$ cat src/rtl/key_pkg.sv
// Shared definitions for the 4x4 keypad emulator and the keypad scanner.
//   key_state_t : emulator press/release sequencing states
//   KEY_NONE    : row/column bus value meaning "no line active"
//   key_line_n  : active-low one-hot line pattern for a 2-bit row/column index
package key_pkg;

  typedef enum logic [2:0] {
    IDLE,
    P_BOUNCE,
    HOLD,
    R_BOUNCE,
    GAP
  } key_state_t;

  localparam logic [3:0] KEY_NONE = 4'b1111;

  // Line idx driven low, all others high (same table the scanner decodes).
  function automatic logic [3:0] key_line_n(input logic [1:0] idx);
    return ~(4'b0001 << idx);
  endfunction

endpackage

$ cat src/rtl/key_bounce_lfsr.sv
// 16-bit Fibonacci LFSR (taps 16,14,13,11) supplying contact bounce noise.
// Advances only when en is high; the non-zero seed keeps it out of the
// all-zero lock-up state.
//   clk, rst : clock, asynchronous active-low reset (loads SEED)
//   en       : advance one step this cycle
//   bit_o    : current LFSR bit 0
module key_bounce_lfsr #(
  parameter logic [15:0] SEED = 16'hACE1
) (
  input  logic clk,
  input  logic rst,
  input  logic en,
  output logic bit_o
);

  logic [15:0] lfsr_q, lfsr_d;

  always_comb begin
    lfsr_d = lfsr_q;
    if (en) begin
      lfsr_d = {lfsr_q[0] ^ lfsr_q[2] ^ lfsr_q[3] ^ lfsr_q[5], lfsr_q[15:1]};
    end
  end

  always_ff @(posedge clk or negedge rst) begin
    if (!rst) begin
      lfsr_q <= SEED;
    end else begin
      lfsr_q <= lfsr_d;
    end
  end

  always_comb bit_o = lfsr_q[0];

endmodule

$ cat src/rtl/key_4x4_emu.sv
// 4x4 membrane keypad emulator: passive end of the scanner's row/column matrix.
// A press request closes the contact of key press_id (row id[3:2], column
// id[1:0]) through press bounce, hold, release bounce and an open gap, then
// pulses done.
// Optional feature macro KEY_EMU_BOUNCE_EN: when defined the contact chatters
// from an LFSR during both bounce windows; when undefined the contact switches
// cleanly at the start of each bounce window (same total cycle length).
//   clk, rst   : clock, asynchronous active-low reset
//   key_col_i  : scanner column drive, active-low
//   key_row_o  : row lines back to the scanner, active-low, 1111 = no contact
//   press_req  : start one press/release cycle (accepted in IDLE only)
//   press_id   : key id latched with an accepted press_req
//   busy       : cycle in progress
//   done       : one-cycle completion pulse
//   contact    : internal contact state
module key_4x4_emu
  import key_pkg::*;
#(
  parameter int unsigned CNT_W         = 24,
  parameter int unsigned BOUNCE_CYCLES = 100_000,
  parameter int unsigned BOUNCE_STEP   = 1_000,
  parameter int unsigned HOLD_CYCLES   = 2_000_000,
  parameter int unsigned GAP_CYCLES    = 2_000_000,
  parameter logic [15:0] LFSR_SEED     = 16'hACE1
) (
  input  logic       clk,
  input  logic       rst,
  input  logic [3:0] key_col_i,
  output logic [3:0] key_row_o,
  input  logic       press_req,
  input  logic [3:0] press_id,
  output logic       busy,
  output logic       done,
  output logic       contact
);

  localparam logic [CNT_W-1:0] BOUNCE_LAST = CNT_W'(BOUNCE_CYCLES - 1);
  localparam logic [CNT_W-1:0] HOLD_LAST   = CNT_W'(HOLD_CYCLES - 1);
  localparam logic [CNT_W-1:0] GAP_LAST    = CNT_W'(GAP_CYCLES - 1);

  if (BOUNCE_STEP == 0 || (BOUNCE_CYCLES % BOUNCE_STEP) != 0) begin : g_bad_step
    $error("BOUNCE_STEP must be non-zero and divide BOUNCE_CYCLES");
  end
  if (LFSR_SEED == 16'h0000) begin : g_bad_seed
    $error("LFSR_SEED must be non-zero");
  end

  key_state_t       state_q, state_d;
  logic [CNT_W-1:0] cnt_q, cnt_d;
  logic [3:0]       id_q, id_d;
  logic             contact_q, contact_d;
  logic             done_q, done_d;

`ifdef KEY_EMU_BOUNCE_EN
  localparam logic [CNT_W-1:0] STEP_LAST = CNT_W'(BOUNCE_STEP - 1);

  logic [CNT_W-1:0] step_q, step_d;
  logic             bouncing, step_tick, lfsr_bit;

  // Step counter restarts at every bounce window entry because it is held at
  // zero outside bounce states and BOUNCE_STEP divides BOUNCE_CYCLES.
  always_comb begin
    bouncing  = (state_q == P_BOUNCE) || (state_q == R_BOUNCE);
    step_tick = bouncing && (step_q == STEP_LAST);
    step_d    = (!bouncing || step_tick) ? '0 : step_q + 1'b1;
  end

  always_ff @(posedge clk or negedge rst) begin
    if (!rst) begin
      step_q <= '0;
    end else begin
      step_q <= step_d;
    end
  end

  key_bounce_lfsr #(.SEED(LFSR_SEED)) u_lfsr (
    .clk   (clk),
    .rst   (rst),
    .en    (step_tick),
    .bit_o (lfsr_bit)
  );
`endif

  always_comb begin
    state_d   = state_q;
    cnt_d     = cnt_q + 1'b1;
    id_d      = id_q;
    contact_d = contact_q;
    done_d    = 1'b0;
    unique case (state_q)
      IDLE: begin
        cnt_d     = '0;
        contact_d = 1'b0;
        // A request coinciding with the done pulse is dropped.
        if (press_req && !done_q) begin
          id_d    = press_id;
          state_d = P_BOUNCE;
`ifndef KEY_EMU_BOUNCE_EN
          contact_d = 1'b1;
`endif
        end
      end
      P_BOUNCE: begin
`ifdef KEY_EMU_BOUNCE_EN
        if (step_tick) contact_d = lfsr_bit;
`endif
        if (cnt_q == BOUNCE_LAST) begin
          contact_d = 1'b1;
          state_d   = HOLD;
          cnt_d     = '0;
        end
      end
      HOLD: begin
        if (cnt_q == HOLD_LAST) begin
          state_d = R_BOUNCE;
          cnt_d   = '0;
`ifndef KEY_EMU_BOUNCE_EN
          contact_d = 1'b0;
`endif
        end
      end
      R_BOUNCE: begin
`ifdef KEY_EMU_BOUNCE_EN
        if (step_tick) contact_d = lfsr_bit;
`endif
        if (cnt_q == BOUNCE_LAST) begin
          contact_d = 1'b0;
          state_d   = GAP;
          cnt_d     = '0;
        end
      end
      GAP: begin
        if (cnt_q == GAP_LAST) begin
          state_d = IDLE;
          done_d  = 1'b1;
          cnt_d   = '0;
        end
      end
      default: begin
        state_d   = IDLE;
        contact_d = 1'b0;
        cnt_d     = '0;
      end
    endcase
  end

  always_ff @(posedge clk or negedge rst) begin
    if (!rst) begin
      state_q   <= IDLE;
      cnt_q     <= '0;
      id_q      <= '0;
      contact_q <= 1'b0;
      done_q    <= 1'b0;
    end else begin
      state_q   <= state_d;
      cnt_q     <= cnt_d;
      id_q      <= id_d;
      contact_q <= contact_d;
      done_q    <= done_d;
    end
  end

  always_comb begin
    key_row_o = KEY_NONE;
    if (contact_q && !key_col_i[id_q[1:0]]) begin
      key_row_o = key_line_n(id_q[3:2]);
    end
    busy    = (state_q != IDLE);
    done    = done_q;
    contact = contact_q;
  end

endmodule
$ cat config.mk
export PLATFORM = sky130hd
export DESIGN_NAME = key_4x4_emu
export DESIGN_NICKNAME = d
export VERILOG_FILES = /design/src/rtl/key_pkg.sv /design/src/rtl/key_bounce_lfsr.sv /design/src/rtl/key_4x4_emu.sv
export SDC_FILE = /design/constraint.sdc
export NUM_CORES = 1
export LEC_CHECK = 0
export ABC_AREA = 0
export BUFFER_PORTS_ARGS = -buffer_cell sky130_fd_sc_hd__buf_2
export CELL_PAD_IN_SITES_DETAIL_PLACEMENT = 1
export CELL_PAD_IN_SITES_GLOBAL_PLACEMENT = 1
export CORE_MARGIN = 5
export CORE_UTILIZATION = 41
export DETAILED_ROUTE_END_ITERATION = 7
export MAX_ROUTING_LAYER = met4
export PLACE_DENSITY = 0.79
export SKIP_CTS_REPAIR_TIMING = 1
export SYNTH_ARGS = -nofsm -noshare
export SYNTH_HDL_FRONTEND = slang
export SYNTH_HIERARCHICAL = 1
export SYNTH_SLANG_ARGS = --single-unit
export TNS_END_PERCENT = 5
$ cat constraint.sdc
create_clock -name clk -period 1.95 [get_ports clk]
set_clock_uncertainty 0.1 [all_clocks]
set_input_delay 0.0975 -clock clk [delete_from_list [all_inputs] [get_ports clk]]
set_output_delay 0.0975 -clock clk [all_outputs]
set_load 0.005 [all_outputs]
# Yosys cells after proc, flatten, opt, wreduce, memory -nomap -nowiden
# Index checks and enable logic that the tools add are counted.
[totals]
ff_bits = 33
output_inout_bits = 7
elab_cells = 51
input_bits = 11
[op_classes]
bitwise_logic = 2
n_eq_ne = 11
n_addsub = 1
magnitude_cmp = 1
reduce_logical = 11
n_mux = 19
n_shift = 1
[ops]
columns = ["cell", "count"]
rows = [
  ["$mux 24", 2],
  ["$pmux 24 s2", 1],
  ["$add 24x1->24 const B", 1],
  ["$eq 24x17->1 const B", 1],
  ["$eq 24x21->1 const B", 1],
  ["$mux 3", 5],
  ["$pmux 3 s5", 1],
  ["$ne 2x2->1 const B", 5],
  ["$mux 1", 7],
  ["$eq 3x2->1 const B", 2],
  ["$pmux 1 s5", 1],
  ["$reduce_and 5->1", 1],
  ["$mux 4", 1],
  ["$not 4->4", 1],
  ["$reduce_and 4->1", 1],
  ["$reduce_or 2->1", 2],
  ["$shl 1x2->4 const A", 1],
  ["$eq 3x1->1 const B", 1],
  ["$eq 3x3->1 const B", 1],
  ["$logic_not 3->1", 1],
  ["$lt 2x3->1 const B", 1],
  ["$reduce_bool 3->1", 1],
  ["$bmux 1 s2", 1],
  ["$logic_and 1x1->1", 2],
  ["other kinds (3)", 4],
]

# Logic depth before layout (Yosys ltp)
# Gate-level depths: netlist of run 1.
[depth]
ltp_word = 5
mapped_depth = 7
mapped_depth_nobuf = 5

# Worst setup path before layout of run 1
# No wires, ideal clock.
[synth_path]
kind = "reg2reg"
start = "reg cnt_q[0]"
end = "reg cnt_q[15]"
slack_ns = -0.113
t_required_ns = 1.707
setup_time_ns = 0.143
n_path_buf = 2
stages_incl_launch_ff = 8
arrival_time_ns = 1.819
synth_period_minus_slack_ns = 2.063
path_cell_list = "dfrtp_1 -> ha_1 -> and4_1 -> clkbuf_4 -> nand4_1 -> o211ai_1 -> clkbuf_1 -> a22oi_1"
[synth_via]
elab_chain_cells = 3
elab_cells_between_ends = 6
cone_classes = "1 x add/sub; 2 x eq/ne; 3 x mux"
[synth_rtl]
columns = ["item", "line", "source"]
rows = [
  ["from (decl)", "key_4x4_emu.sv:49", "logic [CNT_W-1:0] cnt_q, cnt_d;"],
  ["from (signal assigned)", "key_4x4_emu.sv:156", "cnt_q <= cnt_d;"],
  ["$add 24x1->24, or another cell as far along", "key_4x4_emu.sv:86", "cnt_d = cnt_q + 1'b1;"],
  ["$mux 24 (on tied branches)", "--", ""],
  ["$pmux 24 s2 (*)", "key_4x4_emu.sv:90", "unique case (state_q)"],
  ["named net cnt_d[15]", "key_4x4_emu.sv:49", ""],
]
# The timed path passes the listed nets; every way through them passes the cells marked *.
# A chain may end at the register's enable or synchronous reset.

# Worst setup path after layout of run 1
[layout_path]
start = "reg cnt_q[13]"
end = "reg state_q[2]"
[layout_via]
elab_chain_cells = 3
elab_cells_between_ends = 7
cone_classes = "6 x eq/ne; 1 x reduce/logical"
[layout_rtl]
columns = ["item", "line", "source"]
rows = [
  ["$eq 24x17->1 or $eq 24x21->1 (tied branches)", "--", ""],
  ["$ne 2x2->1 (no source line)", "--", ""],
  ["$reduce_and 5->1 (no source line) (*)", "--", ""],
  ["to (signal assigned)", "key_4x4_emu.sv:155", "state_q <= state_d;"],
  ["to (decl)", "key_4x4_emu.sv:48", "key_state_t state_q, state_d;"],
]
# Every way passes the cells marked *; elsewhere a longest branch is shown, timed or not.

==> results.yml, run 1 <==
clock_tree:
  cts_tree: "done"
  cts.sink_count: 33
  clock_tree.buffer_depth: 2
  clkLatencyLatePin_ps: 290
  htreeDepth: 2
  clock-root-buffer: "sky130_fd_sc_hd__clkbuf_8"
  cts_made_buffers: 5
  path_clk_slew_ps: 70
critical_path:
  timing_worst_setup_path_type: "reg -> reg"
  regToRegSetupSlack_ps: -110
  max_stage_delay_ps: 490
  critPathRequiredTime_ps: 2030
  worstSetupEndpointType: "flop"
  reg2regPathDepth: 4
  critPathSlowestCell: "sky130_fd_sc_hd__or4_4"
  r2r_start: "cnt_q[13]$_DFF_PN0_"
  crit_path_start_kind: "flop"
  worst_ep_arrival_time_ps: 2140
  path_buf_inv: 0
  r2r-end: "state_q[2]$_DFFE_PN0P_"
  path_delay_family: "simple AND/OR/NAND/NOR gates"
  worst_path_cell_chain: "nor4_4 > or4b_1 > or4_4 > a21o_1"
  worstPathMaxFanout: 3
place:
  place.gp.congestion: 0.830
  place.port_buffers: 17
  place_ws_ps: -156
  dp_hpwl_um: 4310
sta:
  final.setup.tns_ps: -438
  final_critical_path_setup_slack_ps: -108
  worst_hold_margin_ps: 228
  timing.final.max_slew_violations: 0
  maxSlewHeadroom: 0.490
  final.period_utilization: 1.06
  period_needed_ps: 2060
  final-setup-viol-count: 11
  worstMarginPinSlew_ps: 766
  rsz0062_at_grt: "yes"
  peak_clock_frequency_supported_by_timing_mhz: 486
  finalHoldViolCount: 0
power:
  power_switching_share: 0.315
  power_frac_seq: 0.492
  net-switching-power_uw: 559
  power_density_over_the_cells_mw_per_mm2: 691
  vdd_drop_max_mv: 0.608
  power.static_leakage_nw: 1.12
  clkPwrFrac: 0.284
  comb_power_share: 0.224
  internal_power_of_the_cells_mw: 1.21
yosys:
  synth_cell_type_count: 52
  asyncSetResetFlopFracSynth: 1.00
  postSynth.topFlopCell: "sky130_fd_sc_hd__dfrtp_1"
  synth.yosys.seq_area_share: 0.431
  postSynthCellCount: 194
  synth_fp_nets: 206
  synth_enable_flop_cells: 0
  synth-seq-cells: 33
  synth_warnings: 6
  mappedNetlistArea_mm2: 0.00191
  synth.avg_cell_area_um2: 9.87
global_route:
  antenna_found_initial: 0
  grt.overflow.total: 0
  grt_max_degree: 34
  first_pass_grt_wire_length_um: 9590
  grt_pass1_vias: 1952
  groute.usage.overall: 0.203
final_layout:
  antenna_cells: 0
  layout.cells.most_common: "sky130_fd_sc_hd__buf_4"
  post_route_cells_drive_above_1_share: 0.375
  layout-area-overhead-vs-synth_pct: 34.1
  layout_common_cells: "sky130_fd_sc_hd__buf_4, sky130_fd_sc_hd__dfrtp_1, sky130_fd_sc_hd__buf_2"
  multi_input_comb_area_mm2: 0.00110
  fillCellCount: 518
  final-seq-area_um2: 828
  final_net_count: 267
status:
  failed_checks: "setup timing"
  outcome: "complete, but fails checks"
floorplanning:
  fp-row-count: 24
  start_util: 0.431
  coreArea_mm2: 0.00444
  fp.dieH_um: 78.3
  die_x_um: 78.3
  floorplan.die_area_mm2: 0.00614
  top_level_ports: 18
drt:
  remaining_drc_errors: 0
  drtAntennaViolNets: 0
  drtIter0Drc: 84
  detail_route.wl_per_cell_um: 19.6
  via_count: 1853
  drt_pass1_iterations: 4
  detail_route.vias_per_cell: 6.02
  wirelength_um: 6030
worst_hold_path:
  hold_start: "press_req"
  timing.hold.worst_path_depth: 4
  worstHoldPathType: "in -> reg"
  min_delay_worst_endpoint: "contact$_DFFE_PN0P_"
flow_run:
  maxCapViolCount: 0
[how the worst max path moves through the flow]
stage / end / slack (ps) / from / depth (start not counted)
final: state_q[2]$_DFFE_PN0P_ / -110 / cnt_q[13]$_DFF_PN0_ / 4
after global routing: state_q[2]$_DFFE_PN0P_ / -180 / cnt_q[13]$_DFF_PN0_ / 4
after CTS: cnt_q[20]$_DFF_PN0_ / -170 / cnt_q[9]$_DFF_PN0_ / 4
after detailed placement: cnt_q[20]$_DFF_PN0_ / -160 / cnt_q[9]$_DFF_PN0_ / 4
after global placement: state_q[2]$_DFFE_PN0P_ / -110 / cnt_q[12]$_DFF_PN0_ / 4
after floorplan: state_q[2]$_DFFE_PN0P_ / -70 / cnt_q[12]$_DFF_PN0_ / 4
[power groups by stage]
stage	logic, mW	clock network, mW	registers [mW]
global route	0.439	0.549	0.888
floorplan	0.213	0	0.859
CTS	0.373	0.508	0.862
global placement	0.346	0	0.869
detailed placement	0.363	0	0.872
finish	0.397	0.503	0.873
[synthesized netlist by cell type, types with 5 or more instances]
| master | instances | area [um2] |
|---|---|---|
| sky130_fd_sc_hd__dfrtp_1 | 33 | 826 |
| sky130_fd_sc_hd__nand2_1 | 14 | 52.6 |
| sky130_fd_sc_hd__a21oi_1 | 12 | 60.1 |
| sky130_fd_sc_hd__nand3_1 | 12 | 60.1 |
| sky130_fd_sc_hd__a22oi_1 | 9 | 67.6 |
| sky130_fd_sc_hd__or4_1 | 9 | 67.6 |
| sky130_fd_sc_hd__nand4_1 | 7 | 43.8 |
| sky130_fd_sc_hd__o31ai_1 | 7 | 52.6 |
| sky130_fd_sc_hd__xor2_1 | 7 | 61.3 |
| sky130_fd_sc_hd__clkbuf_1 | 6 | 22.5 |
| sky130_fd_sc_hd__nor2_1 | 6 | 22.5 |
| sky130_fd_sc_hd__inv_1 | 5 | 18.8 |
| sky130_fd_sc_hd__mux2_2 | 5 | 56.3 |
| sky130_fd_sc_hd__xnor2_1 | 5 | 43.8 |
[final cells by class]
type                       instances  share of cell area
sequential                        33               0.323
inverter                           5             0.00731
multi-input combinational        147               0.430
timing repair buffer              63               0.182
tap                               52              0.0253
clock buffer                       6              0.0283
clock inverter                     2             0.00390
[stage by stage]
step           cell area [um2]  instances  total power, mW   util
3_3_place_gp              2350        295             1.21  0.530
6_report                  2570        308             1.77  0.578
3_5_place_dp              2350        295             1.24  0.530
5_1_grt                   2570        308             1.88  0.578
2_1_floorplan             1920        194             1.07      -
4_1_cts                   2440        303             1.74  0.548
[logic make-up after synthesis]
family,after synthesis,synth area share
DFF,33,0.431
AOI/OAI and AO/OA,45,0.167
buffers and inverters,14,0.0320
muxes,6,0.0412
adders and majority gates,1,0.00653
xor gates and xnor gates,12,0.0549
and+or+nand+nor,83,0.267
[worst reg2reg max path: cells and delay by family, from the launching register on]
family             cells  cell delay (ps)
and+or+nand+nor        3             1270
DFF                    1              420
AOI/OAI and AO/OA      1              170
[state kept, by name, indices dropped and copies added, names as in the netlist]
name,flops
cnt_q,24
contact,1
done,1
id_q,4
state_q,3
[metal layers]
layer,track usage,share of wire
met1,0.238,0.42
met2,0.349,0.52
met3,0.0481,0.038
met4,0.0577,0.024
met5,-,0
Power figures use the tool's default switching activity.
==> run 2, diff against run 1 <==
--- a/config.mk
+++ b/config.mk
@@ -6,14 +6,14 @@
 export NUM_CORES = 1
 export LEC_CHECK = 0
 export ABC_AREA = 0
-export BUFFER_PORTS_ARGS = -buffer_cell sky130_fd_sc_hd__buf_2
 export CELL_PAD_IN_SITES_DETAIL_PLACEMENT = 1
 export CELL_PAD_IN_SITES_GLOBAL_PLACEMENT = 1
 export CORE_MARGIN = 5
-export CORE_UTILIZATION = 41
+export CORE_UTILIZATION = 44
 export DETAILED_ROUTE_END_ITERATION = 7
+export DONT_BUFFER_PORTS = 1
 export MAX_ROUTING_LAYER = met4
-export PLACE_DENSITY = 0.79
+export PLACE_DENSITY = 0.78
 export SKIP_CTS_REPAIR_TIMING = 1
 export SYNTH_ARGS = -nofsm -noshare
 export SYNTH_HDL_FRONTEND = slang
==> run 2 against run 1 <==
  * The run still ends with setup timing left
  * Die area down 6.0%
  * Sequential power up 2%
  * Sequential share of layout area up 1.0 points
  * Global-route usage up 0.83 points
  * Worst hold slack worse by 89 ps
  * Setup slack worse by 160 ps
  * Core utilization up 0.21 points
  * Maximum frequency down 7.0%
  * Total power up 16%
  * Final cell count down 6.2%
  * Highest routed layer unchanged
==> results.yml, run 2 (synthesis gave the netlist of run 1 again) <==
clock_tree:
  clock_tree.buffer_depth: 2
  clkLatencyLatePin_ps: 300
  clock-root-buffer: "sky130_fd_sc_hd__clkbuf_8"
  cts.sink_count: 33
  htreeDepth: 2
  cts_made_buffers: 5
  path_clk_slew_ps: 70
  cts_tree: "done"
critical_path:
  crit_path_start_kind: "flop"
  worstPathMaxFanout: 3
  r2r_start: "cnt_q[14]$_DFF_PN0_"
  reg2regPathDepth: 4
  r2r-end: "state_q[2]$_DFFE_PN0P_"
  worstSetupEndpointType: "flop"
  regToRegSetupSlack_ps: -260
  timing_worst_setup_path_type: "reg -> reg"
  critPathRequiredTime_ps: 2050
  worst_ep_arrival_time_ps: 2310
worst_hold_path:
  worstHoldPathType: "in -> async"
power:
  internal_power_of_the_cells_mw: 1.45
  power_density_over_the_cells_mw_per_mm2: 828
  power_switching_share: 0.298
  power.static_leakage_nw: 1.06
  clkPwrFrac: 0.385
  vdd_drop_max_mv: 0.280
  net-switching-power_uw: 614
  comb_power_share: 0.184
  power_frac_seq: 0.431
sta:
  worstMarginPinSlew_ps: 574
  worst_hold_margin_ps: 139
  final-setup-viol-count: 29
  maxSlewHeadroom: 0.616
  finalHoldViolCount: 0
  final_critical_path_setup_slack_ps: -264
  period_needed_ps: 2210
  final.period_utilization: 1.14
  peak_clock_frequency_supported_by_timing_mhz: 452
  rsz0062_at_grt: "yes"
  timing.final.max_slew_violations: 0
floorplanning:
  coreArea_mm2: 0.00429
  die_x_um: 76.0
  fp.dieH_um: 76.0
  floorplan.die_area_mm2: 0.00577
  top_level_ports: 18
  start_util: 0.446
  fp-row-count: 24
final_layout:
  layout_common_cells: "sky130_fd_sc_hd__buf_4, sky130_fd_sc_hd__dfrtp_1, sky130_fd_sc_hd__nand2_1"
  largest_register_ffs: 24
  final_net_count: 248
  antenna_cells: 0
  layout-area-overhead-vs-synth_pct: 30.1
  layout.cells.most_common: "sky130_fd_sc_hd__buf_4"
  max_flop_register: "cnt_q"
  layout_top_registers: "cnt_q: 24 flops, id_q: 4 flops, state_q: 3 flops"
  post_route_cells_drive_above_1_share: 0.321
status:
  outcome: "complete, but fails checks"
  failed_checks: "setup timing"
drt:
  via_count: 1884
  drt_pass1_iterations: 4
  detail_route.vias_per_cell: 6.52
  wirelength_um: 6630
  drtIter0Drc: 164
  detail_route.wl_per_cell_um: 22.9
  remaining_drc_errors: 0
  drtAntennaViolNets: 0
global_route:
  grt_pass1_vias: 2015
  groute.usage.overall: 0.212
  antenna_found_initial: 0
  grt_max_degree: 34
  grt.overflow.total: 0
  first_pass_grt_wire_length_um: 9620
place:
  place.port_buffers: 0
  place_ws_ps: -208
  dp_hpwl_um: 4150
  place.gp.congestion: 0.843
flow_run:
  maxCapViolCount: 0
==> run 2: cell type report <==
| class | instances | area, um2 |
|---|---|---|
| Fill cell | 471 | 1800 |
| Multi-Input combinational cell | 147 | 1090 |
| Sequential cell | 33 | 828 |
| Timing Repair Buffer | 44 | 355 |
| Clock buffer | 5 | 68.8 |
| Clock inverter | 3 | 65.1 |
| Tap cell | 52 | 65.1 |
| Inverter | 5 | 18.8 |
==> run 2: stage by stage <==
stage	TNS (ps)	util	std cells	cell area [um2]	power (mW)
floorplan	-672	-	194	1920	1.07
global placement	-196	0.516	274	2210	1.16
detailed placement	-1250	0.516	274	2210	1.19
CTS	-2510	0.547	282	2350	1.98
global route	-3710	0.580	289	2490	2.15
finish	-2130	0.580	289	2490	2.06
==> run 2: worst max-delay path by stage <==
stage | depth (start not counted) | start | to
finish | 4 | cnt_q[14]$_DFF_PN0_ | state_q[2]$_DFFE_PN0P_
global route | 4 | cnt_q[14]$_DFF_PN0_ | state_q[2]$_DFFE_PN0P_
CTS | 4 | cnt_q[17]$_DFF_PN0_ | state_q[1]$_DFFE_PN0P_
detailed placement | 4 | cnt_q[12]$_DFF_PN0_ | state_q[2]$_DFFE_PN0P_
global placement | 4 | cnt_q[12]$_DFF_PN0_ | state_q[2]$_DFFE_PN0P_
floorplan | 4 | cnt_q[12]$_DFF_PN0_ | state_q[2]$_DFFE_PN0P_
==> run 2: critical path, stage by stage (launching register included) <==
cell,delay [ps]
sky130_fd_sc_hd__dfrtp_2,440
sky130_fd_sc_hd__nor4_4,380
sky130_fd_sc_hd__or4b_4,510
sky130_fd_sc_hd__or4_4,510
sky130_fd_sc_hd__a21o_1,170
==> run 2: layer usage <==
metal  vias to the layer above  track usage  wire length [um]
li1                        827            -                 -
met1                       966        0.229              2510
met2                        55        0.365              3540
met3                        36       0.0498               236
met4                         0       0.0943               342
met5                         -            -                 0
==> run 2: power groups by stage <==
| stage | sequential (mW) | clock [mW] | combinational [mW] |
|---|---|---|---|
| floorplan | 0.859 | 0 | 0.213 |
| global placement | 0.863 | 0 | 0.296 |
| detailed placement | 0.878 | 0 | 0.311 |
| CTS | 0.867 | 0.798 | 0.315 |
| global route | 0.898 | 0.837 | 0.417 |
| finish | 0.888 | 0.793 | 0.380 |
==> run 3, diff against run 2 <==
--- a/config.mk
+++ b/config.mk
@@ -12,6 +12,7 @@
 export CORE_UTILIZATION = 44
 export DETAILED_ROUTE_END_ITERATION = 7
 export DONT_BUFFER_PORTS = 1
+export GPL_ROUTABILITY_DRIVEN = 0
 export MAX_ROUTING_LAYER = met4
 export PLACE_DENSITY = 0.78
 export SKIP_CTS_REPAIR_TIMING = 1
==> constraint.sdc (replaced) <==
create_clock -name clk -period 1.9 [get_ports clk]
set_clock_uncertainty 0.1 [all_clocks]
set_input_delay 0 -clock clk [delete_from_list [all_inputs] [get_ports clk]]
set_output_delay 0 -clock clk [all_outputs]
set_load 0.005 [all_outputs]
==> run 3 against run 2 <==
  * The run still ends with setup timing left
  * Design area up 0.40%
  * Combinational power rose by 14%
  * Setup slack better by 7.2 ps
  * Core utilization up 0.23 points
  * Highest routed layer unchanged
  * Via count down 3.6%
  * Non-clock buffer count is 7 higher
  * Final cell count rose by 2.4%
==> results.yml, run 3 (synthesis gave the netlist of run 1 again) <==
status:
  outcome: "complete, but fails checks"
  failed_checks: "setup timing"
power:
  comb_power_share: 0.237
  power_frac_seq: 0.479
  vdd_drop_max_mv: 0.320
  p_total_mw: 1.83
  clkPwrFrac: 0.284
  power_density_over_the_cells_mw_per_mm2: 734
  internal_power_of_the_cells_mw: 1.26
  power.static_leakage_nw: 1.07
  net-switching-power_uw: 578
  power_switching_share: 0.315
critical_path:
  regToRegSetupSlack_ps: -260
  critPathLaunch: "cnt_q[14]$_DFF_PN0_"
  worst_path_cell_chain: "nor4_4 > or4b_1 > or4_4 > a21o_1"
  critPathRequiredTime_ps: 1980
  worstPathMaxFanout: 3
  worstSetupEndpointType: "flop"
  timing_worst_setup_path_type: "reg -> reg"
  max_stage_delay_ps: 500
  worst_ep_arrival_time_ps: 2240
  r2r_start: "cnt_q[14]$_DFF_PN0_"
  reg2regPathDepth: 4
  crit_path_start_kind: "flop"
  r2r-end: "state_q[2]$_DFFE_PN0P_"
  worst-path-stages: 4
  path_buf_inv: 0
  critPathSlowestCell: "sky130_fd_sc_hd__or4_4"
  path_delay_family: "simple AND/OR/NAND/NOR gates"
floorplanning:
  fp-row-count: 24
  floorplan.die_area_mm2: 0.00577
  die_x_um: 76.0
  fp.dieH_um: 76.0
  start_util: 0.446
  top_level_ports: 18
  coreArea_mm2: 0.00429
global_route:
  grt.overflow.total: 0
  grt_pass1_vias: 1913
  first_pass_grt_wire_length_um: 9840
  grt_max_degree: 34
  groute.usage.overall: 0.216
  antenna_found_initial: 0
final_layout:
  antenna_cells: 0
  max_flop_register: "cnt_q"
  layout-area-overhead-vs-synth_pct: 30.6
  layout.cells.most_common: "sky130_fd_sc_hd__buf_4"
  post_layout_inst_area_mm2: 0.00250
  fillCellCount: 481
  final_net_count: 255
  layout_top_registers: "cnt_q: 24 flops, id_q: 4 flops, state_q: 3 flops"
  instances_no_fill: 296
  layout_common_cells: "sky130_fd_sc_hd__buf_4, sky130_fd_sc_hd__dfrtp_1, sky130_fd_sc_hd__nand2_1"
  largest_register_ffs: 24
  post_route_cells_drive_above_1_share: 0.320
sta:
  final-setup-viol-count: 26
  peak_clock_frequency_supported_by_timing_mhz: 464
  finalHoldViolCount: 0
  final.period_utilization: 1.14
  worst_hold_margin_ps: 58.4
  timing.final.max_slew_violations: 0
  maxSlewHeadroom: 0.657
  worstMarginPinSlew_ps: 513
  rsz0062_at_grt: "yes"
  period_needed_ps: 2160
  final_critical_path_setup_slack_ps: -257
drt:
  detail_route.wl_per_cell_um: 22.7
  drtIter0Drc: 85
  remaining_drc_errors: 0
  drtAntennaViolNets: 0
  drt_pass1_iterations: 4
  detail_route.vias_per_cell: 6.14
  wirelength_um: 6710
  via_count: 1817
worst_hold_path:
  worstHoldPathType: "in -> async"
clock_tree:
  path_clk_slew_ps: 70
  clkLatencyLatePin_ps: 290
  cts.sink_count: 33
  clock_tree.buffer_depth: 2
  clock-root-buffer: "sky130_fd_sc_hd__clkbuf_8"
  cts_tree: "done"
  cts_made_buffers: 5
  htreeDepth: 2
place:
  place.port_buffers: 0
  place_inst: 281
  place_ws_ps: -264
  dp_hpwl_um: 4290
  placedInstanceArea_mm2: 0.00227
flow_run:
  maxCapViolCount: 0
run 3: changes by cell type in the layout (fill, tap and decap cells not counted), sizes merged:
| cell | delta |
|---|---|
| clkinv | -1 |
| bufinv | -2 |
| clkbuf | +3 |
| buf | +7 |
run 3: routing by layer:
layer / global-route usage / part of all wire / vias up
met5: - / 0 / -
met4: 0.0641 / 0.020 / 0
met1: 0.252 / 0.40 / 925
li1: - / - / 834
met3: 0.0427 / 0.033 / 12
met2: 0.372 / 0.55 / 46
run 3: cell type report:
class	instances	area [um2]	area share
flip-flops and latches	33	827	0.331
multi-input cells	147	1090	0.434
clock buffers	8	80.1	0.0320
well taps	52	65.1	0.0260
inverters	5	18.8	0.00751
repair buffers	51	423	0.169
run 3: worst reg2reg max path: stages (launching register included):
cell,delay (ps)
sky130_fd_sc_hd__dfrtp_1,430
sky130_fd_sc_hd__nor4_4,370
sky130_fd_sc_hd__or4b_1,480
sky130_fd_sc_hd__or4_4,500
sky130_fd_sc_hd__a21o_1,180
run 3: worst max-delay path by stage:
stage / endpoint
2_1_floorplan: state_q[2]$_DFFE_PN0P_
3_3_place_gp: state_q[2]$_DFFE_PN0P_
3_5_place_dp: state_q[2]$_DFFE_PN0P_
4_1_cts: state_q[2]$_DFFE_PN0P_
5_1_grt: state_q[2]$_DFFE_PN0P_
6_report: state_q[2]$_DFFE_PN0P_
run 3: power groups by stage:
stage / registers (mW) / clock network [mW] / logic [mW]
after CTS: 0.877 / 0.528 / 0.393
after detailed placement: 0.889 / 0 / 0.381
after floorplan: 0.882 / 0 / 0.219
after global routing: 0.891 / 0.560 / 0.473
final: 0.879 / 0.521 / 0.434
after global placement: 0.880 / 0 / 0.355
run 3: per-stage QoR:
| stage | setup TNS, ps | utilization |
|---|---|---|
| 4_1_cts | -2430 | 0.547 |
| 6_report | -1320 | 0.582 |
| 2_1_floorplan | -1820 | - |
| 5_1_grt | -4400 | 0.582 |
| 3_3_place_gp | -653 | 0.528 |
| 3_5_place_dp | -1960 | 0.528 |
